--- src/rtl/time_bcd_converter_pkg.sv ---
// rtl/time_bcd_converter_pkg.sv - shared constants and state encoding for the time BCD converter
package time_bcd_converter_pkg;

  // Controller states: wait for a sample, convert seconds, convert minutes, publish
  typedef enum logic [1:0] {
    ST_IDLE = 2'd0,
    ST_SEC  = 2'd1,
    ST_MIN  = 2'd2,
    ST_LOAD = 2'd3
  } state_t;

  localparam int DEFAULT_WIDTH  = 6;
  localparam int BCD_ADJ_THRESH = 5;
  localparam int BCD_ADJ        = 3;
  localparam int MAX_TIME       = 59;

endpackage

--- src/rtl/time_bcd_converter_dabble_step.sv ---
// rtl/time_bcd_converter_dabble_step.sv - one combinational double-dabble step on two BCD digits
module dabble_step
  import time_bcd_converter_pkg::*;
(
  input  logic [7:0] bcd_i,
  input  logic       bit_i,
  output logic [7:0] bcd_o
);

  logic [3:0] lo_adj;
  logic [3:0] hi_adj;

  // Pre-shift correction so a digit of 5..9 carries correctly once doubled
  always_comb begin
    lo_adj = bcd_i[3:0];
    hi_adj = bcd_i[7:4];
    if (bcd_i[3:0] >= 4'(BCD_ADJ_THRESH)) lo_adj = bcd_i[3:0] + 4'(BCD_ADJ);
    if (bcd_i[7:4] >= 4'(BCD_ADJ_THRESH)) hi_adj = bcd_i[7:4] + 4'(BCD_ADJ);
  end

  assign bcd_o = {hi_adj[2:0], lo_adj, bit_i};

endmodule

--- src/rtl/time_bcd_converter.sv ---
// rtl/time_bcd_converter.sv - serial binary-to-BCD conversion of a minutes/seconds snapshot
module time_bcd_converter
  import time_bcd_converter_pkg::*;
#(
  parameter int WIDTH = DEFAULT_WIDTH
) (
  input  logic             clk,
  input  logic             reset,
  input  logic             sample,
  input  logic [WIDTH-1:0] sec_in,
  input  logic [WIDTH-1:0] min_in,
  output logic [3:0]       sec_ones,
  output logic [3:0]       sec_tens,
  output logic [3:0]       min_ones,
  output logic [3:0]       min_tens,
  output logic             busy,
  output logic             done,
  output logic             zero
);

  localparam int CW = $clog2(WIDTH + 1);
  localparam logic [CW-1:0] LAST_STEP = CW'(WIDTH - 1);

  state_t           state_q, state_d;
  logic [CW-1:0]    step_q, step_d;
  logic [WIDTH-1:0] sec_sh_q, sec_sh_d;
  logic [WIDTH-1:0] min_sh_q, min_sh_d;
  // Working copy shifted out MSB-first; the shadows stay intact for the zero test
  logic [WIDTH-1:0] work_q, work_d;
  logic [7:0]       acc_q, acc_d;
  logic [7:0]       sec_res_q, sec_res_d;
  logic [7:0]       sec_dig_q, sec_dig_d;
  logic [7:0]       min_dig_q, min_dig_d;
  logic             done_q, done_d;
  logic             zero_q, zero_d;
  logic [7:0]       step_bcd;

  dabble_step u_step (
    .bcd_i (acc_q),
    .bit_i (work_q[WIDTH-1]),
    .bcd_o (step_bcd)
  );

  // State and datapath registers with synchronous reset
  always_ff @(posedge clk) begin
    if (reset) begin
      state_q   <= ST_IDLE;
      step_q    <= '0;
      sec_sh_q  <= '0;
      min_sh_q  <= '0;
      work_q    <= '0;
      acc_q     <= '0;
      sec_res_q <= '0;
      sec_dig_q <= '0;
      min_dig_q <= '0;
      done_q    <= 1'b0;
      zero_q    <= 1'b1;
    end else begin
      state_q   <= state_d;
      step_q    <= step_d;
      sec_sh_q  <= sec_sh_d;
      min_sh_q  <= min_sh_d;
      work_q    <= work_d;
      acc_q     <= acc_d;
      sec_res_q <= sec_res_d;
      sec_dig_q <= sec_dig_d;
      min_dig_q <= min_dig_d;
      done_q    <= done_d;
      zero_q    <= zero_d;
    end
  end

  // Next-state sequencing: sample, WIDTH seconds steps, WIDTH minutes steps, publish
  always_comb begin
    state_d   = state_q;
    step_d    = step_q;
    sec_sh_d  = sec_sh_q;
    min_sh_d  = min_sh_q;
    work_d    = work_q;
    acc_d     = acc_q;
    sec_res_d = sec_res_q;
    sec_dig_d = sec_dig_q;
    min_dig_d = min_dig_q;
    done_d    = 1'b0;
    zero_d    = zero_q;
    case (state_q)
      ST_IDLE: begin
        if (sample) begin
          sec_sh_d = sec_in;
          min_sh_d = min_in;
          work_d   = sec_in;
          acc_d    = '0;
          step_d   = '0;
          state_d  = ST_SEC;
        end
      end
      ST_SEC: begin
        acc_d  = step_bcd;
        work_d = work_q << 1;
        step_d = step_q + CW'(1);
        if (step_q == LAST_STEP) begin
          sec_res_d = step_bcd;
          acc_d     = '0;
          work_d    = min_sh_q;
          step_d    = '0;
          state_d   = ST_MIN;
        end
      end
      ST_MIN: begin
        acc_d  = step_bcd;
        work_d = work_q << 1;
        step_d = step_q + CW'(1);
        if (step_q == LAST_STEP) begin
          step_d  = '0;
          state_d = ST_LOAD;
        end
      end
      ST_LOAD: begin
        sec_dig_d = sec_res_q;
        min_dig_d = acc_q;
        zero_d    = (sec_sh_q == '0) && (min_sh_q == '0);
        done_d    = 1'b1;
        state_d   = ST_IDLE;
      end
      default: state_d = ST_IDLE;
    endcase
  end

  assign sec_ones = sec_dig_q[3:0];
  assign sec_tens = sec_dig_q[7:4];
  assign min_ones = min_dig_q[3:0];
  assign min_tens = min_dig_q[7:4];
  assign busy     = (state_q != ST_IDLE);
  assign done     = done_q;
  assign zero     = zero_q;

endmodule

--- config.mk ---
export PLATFORM = sky130hd
export DESIGN_NAME = time_bcd_converter
export DESIGN_NICKNAME = d
export VERILOG_FILES = /design/src/rtl/time_bcd_converter_pkg.sv /design/src/rtl/time_bcd_converter_dabble_step.sv /design/src/rtl/time_bcd_converter.sv
export SDC_FILE = /design/constraint.sdc
export NUM_CORES = 1
export LEC_CHECK = 0
export ABC_AREA = 1
export CORE_MARGIN = 5
export CORE_UTILIZATION = 55
export CTS_BUF_LIST = sky130_fd_sc_hd__clkbuf_16
export DETAILED_ROUTE_END_ITERATION = 8
export DONT_BUFFER_PORTS = 1
export GPL_TIMING_DRIVEN = 1
export PLACE_DENSITY = 0.67
export SYNTH_ARGS = -nofsm -noshare
export SYNTH_HDL_FRONTEND = slang
export SYNTH_HIERARCHICAL = 1
export SYNTH_SLANG_ARGS = --single-unit
--- constraint.sdc ---
create_clock -name clk -period 3.69 [get_ports clk]
set_clock_uncertainty 0.05 [all_clocks]
set_input_delay 0.9225 -clock clk [delete_from_list [all_inputs] [get_ports clk]]
set_output_delay 0.9225 -clock clk [all_outputs]
set_load 0.01 [all_outputs]
==> run summary <==
Initial Util -> 0.557
Crit Path Category -> reg -> out
Syn Inst Count -> 339
first drt pass iteration count -> 5
largest cells by area after synthesis -> dfxtp_1 44%, a21oi_1 7.4%, o21ai_0 7.4%
Detailed Route WL -> 5230 um
CTS tree -> built
largest family of logic cells by synthesized area -> simple AND/OR/NAND/NOR gates
Synth Area in Compound Gates -> 0.194
vias per cell -> 5.34
max-slew violations -> 0
grt ovf -> 0
DRC Markers -> 0
Slew @ Worst Pin -> 815 ps
CP Cell Sequence -> inv_1 -> ha_1 -> inv_2
Seq/Total Area, Yosys -> 0.442
P_leak -> 0.00116 uW
Reg area -> 1140 um2
DPL Wire Length -> 3550 um
largest net degree at the start of global routing -> 37
post-synth top area cell -> dfxtp_1
relative slew slack -> 0.456
Crit. Startpoint -> state_q[0]$_SDFFE_PP0P_
die area -> 6160 um2
Worst EP arrival -> 1120 ps
post-layout power -> 2200 uW
Max Cap Violations -> 0
worst path required time -> 2720 ps
clock sinks -> 57
RSZ-0062 raised after global routing -> false
Final setup viols -> 0
Num CTS Buffers -> 9
post_cts resized -> 0
initial antenna violation count -> 0
worst path bufs/invs -> 2
via count -> 2105
CP max FO -> 4
Max clock buf depth -> 2
Final Hold Fails -> 0
Hold-fix buffers, CTS -> 0
total I/O pin count -> 34
slowest CP cell -> dfxtp_1
initial drt markers -> 154
clock root cell -> clkbuf_16
Max IR drop VDD -> 419 uV
Synth Net Count -> 363
Non-Filler Instances -> 394
FP Rows -> 25
share of the synthesized area in the top cell type -> 0.442
Slowest Stage Delay on Critical Path -> 360 ps
Nets -> 359
status -> finished clean
area of the multi-input gates -> 1200 um2
Reg clk slew, reported paths -> 50 ps
Min-Delay Path Class -> reg -> reg
Cell Area, Synth -> 2580 um2
Worst-Skew Late Latency -> 320 ps
Routed WL per cell -> 13.3 um
#FFs+latches synth -> 57
Critical Path Sink Type -> output port
Hold WS -> 406 ps
vias in the first global route -> 1931
pwr dens -> 769 nW/um2
Synth Area in Adders -> 0.0436
number of I/O port buffers -> 0
post-CTS setup buffers -> 0
setup TNS -> 0 ps
Hold Startpoint -> sec_res_q[4]$_SDFFE_PP0P_
post-route ant nets -> 0
fin crit share -> 0.566
first-pass GRT wire length -> 9000 um
# placed instances -> 378
Final min period -> 2090 ps
Avg Cell Area, Syn -> 7.61 um2
Final Wtd Congestion -> 0.767
Core Footprint -> 4630 um2
fill count -> 434
synth warn -> 6
reg-to-reg slack, setup -> 1900 ps
antenna cells -> 0
crit-path leading delay family -> flip-flops
fmax -> 478 MHz
Distinct cells, synth -> 26
simple-gate share of the synthesized area -> 0.228
Setup crit start kind -> flip-flop
worst r2r src -> state_q[1]$_SDFFE_PP0P_
GR Util All Layers -> 0.189
share of layout cells above drive strength 1 -> 0.156
Die X -> 78.5 um
Final Cell Area -> 2860 um2
H-tree levels -> 3
die height -> 78.5 um
XOR/XNOR Fraction of Synth Area -> 0
Post-DP Area -> 2550 um2
mux cell area share after synthesis -> 0
Synth-to-Final Area Change -> 11.0%
power breakdown:
| part | internal (uW) | switching, uW | total (uW) |
|---|---|---|---|
| registers | 730 | 84.0 | 814 |
| logic | 167 | 366 | 533 |
| clock network | 582 | 272 | 855 |
| total | 1480 | 723 | 2200 |
routing by layer:
layer	GRT usage	wire length (um)	vias up
met2	0.293	2430	52
met5	0	0	-
met3	0.0562	288	11
met1	0.232	2390	946
li1	-	-	1096
met4	0.108	127	0
worst paths after layout:
path,end,cells past startpoint
setup / recovery,busy,3
hold / removal,sec_res_q[4]$_SDFFE_PP0P_,2
setup reg to reg,work_q[5]$_SDFFE_PP0P_,8
hold reg to reg,sec_res_q[4]$_SDFFE_PP0P_,2
per-stage QoR:
step	util	worst slack, ps
detailed placement	0.551	1640
CTS	0.618	1580
finish	0.618	1600
floorplan	-	1990
global route	0.618	1550
global placement	0.551	1690
cell families (layout without fill, tap and decap cells):
family / count (synthesis) / after routing
DFF: 57 / 57
AOI/OAI and AO/OA: 91 / 91
buffers and inverters: 51 / 52
adders and majority gates: 9 / 9
and+or+nand+nor: 131 / 131
cells in the mapped netlist (all sizes together):
| cell | n |
|---|---|
| o21ai | 42 |
| buf | 7 |
| or2 | 1 |
| dfxtp | 57 |
| nand2 | 56 |
| inv | 34 |
| nor2 | 54 |
| nand4 | 3 |
| clkinv | 1 |
| nor4 | 1 |
| nand3 | 13 |
| nor3 | 3 |
| clkbuf | 9 |
| ha | 9 |
| a21oi | 49 |
flip-flops by register name (all words and copies together) (netlist names):
name       cells
step_q         3
done           1
min_dig_q      8
sec_res_q      8
sec_dig_q      8
state_q        2
min_sh_q       6
acc_q          8
sec_sh_q       6
zero           1
work_q         6
tightest hold or removal path: stages, from the launching register on:
cell	delay, ps
dfxtp_1	290
inv_1	60
a21oi_1	50
placed cells by master, fill, tap and decap left out, types with 2 or more instances in the layout:
cell type   count
nand2_2        12
nor3_1          3
o21ai_0        38
clkbuf_16       9
inv_1          27
dfxtp_1        57
nor2_2          2
inv_2           7
bufinv_16       2
o21ai_1         3
clkinv_1        3
a21oi_2        11
nor2_4          3
nand3_1        13
ha_1            9
a21oi_1        38
nand2_1        44
clkinvlp_4      2
nor2_1         49
nand4_1         2
area by class of cell:
class | count | share of cell area
clock buffer | 9 | 0.0787
clock inverter | 7 | 0.0302
inverter | 35 | 0.0468
multi-input combinational | 231 | 0.420
sequential | 57 | 0.399
tap | 54 | 0.0236
timing repair buffer | 1 | 0.00262
Power figures use the tool's default switching activity.
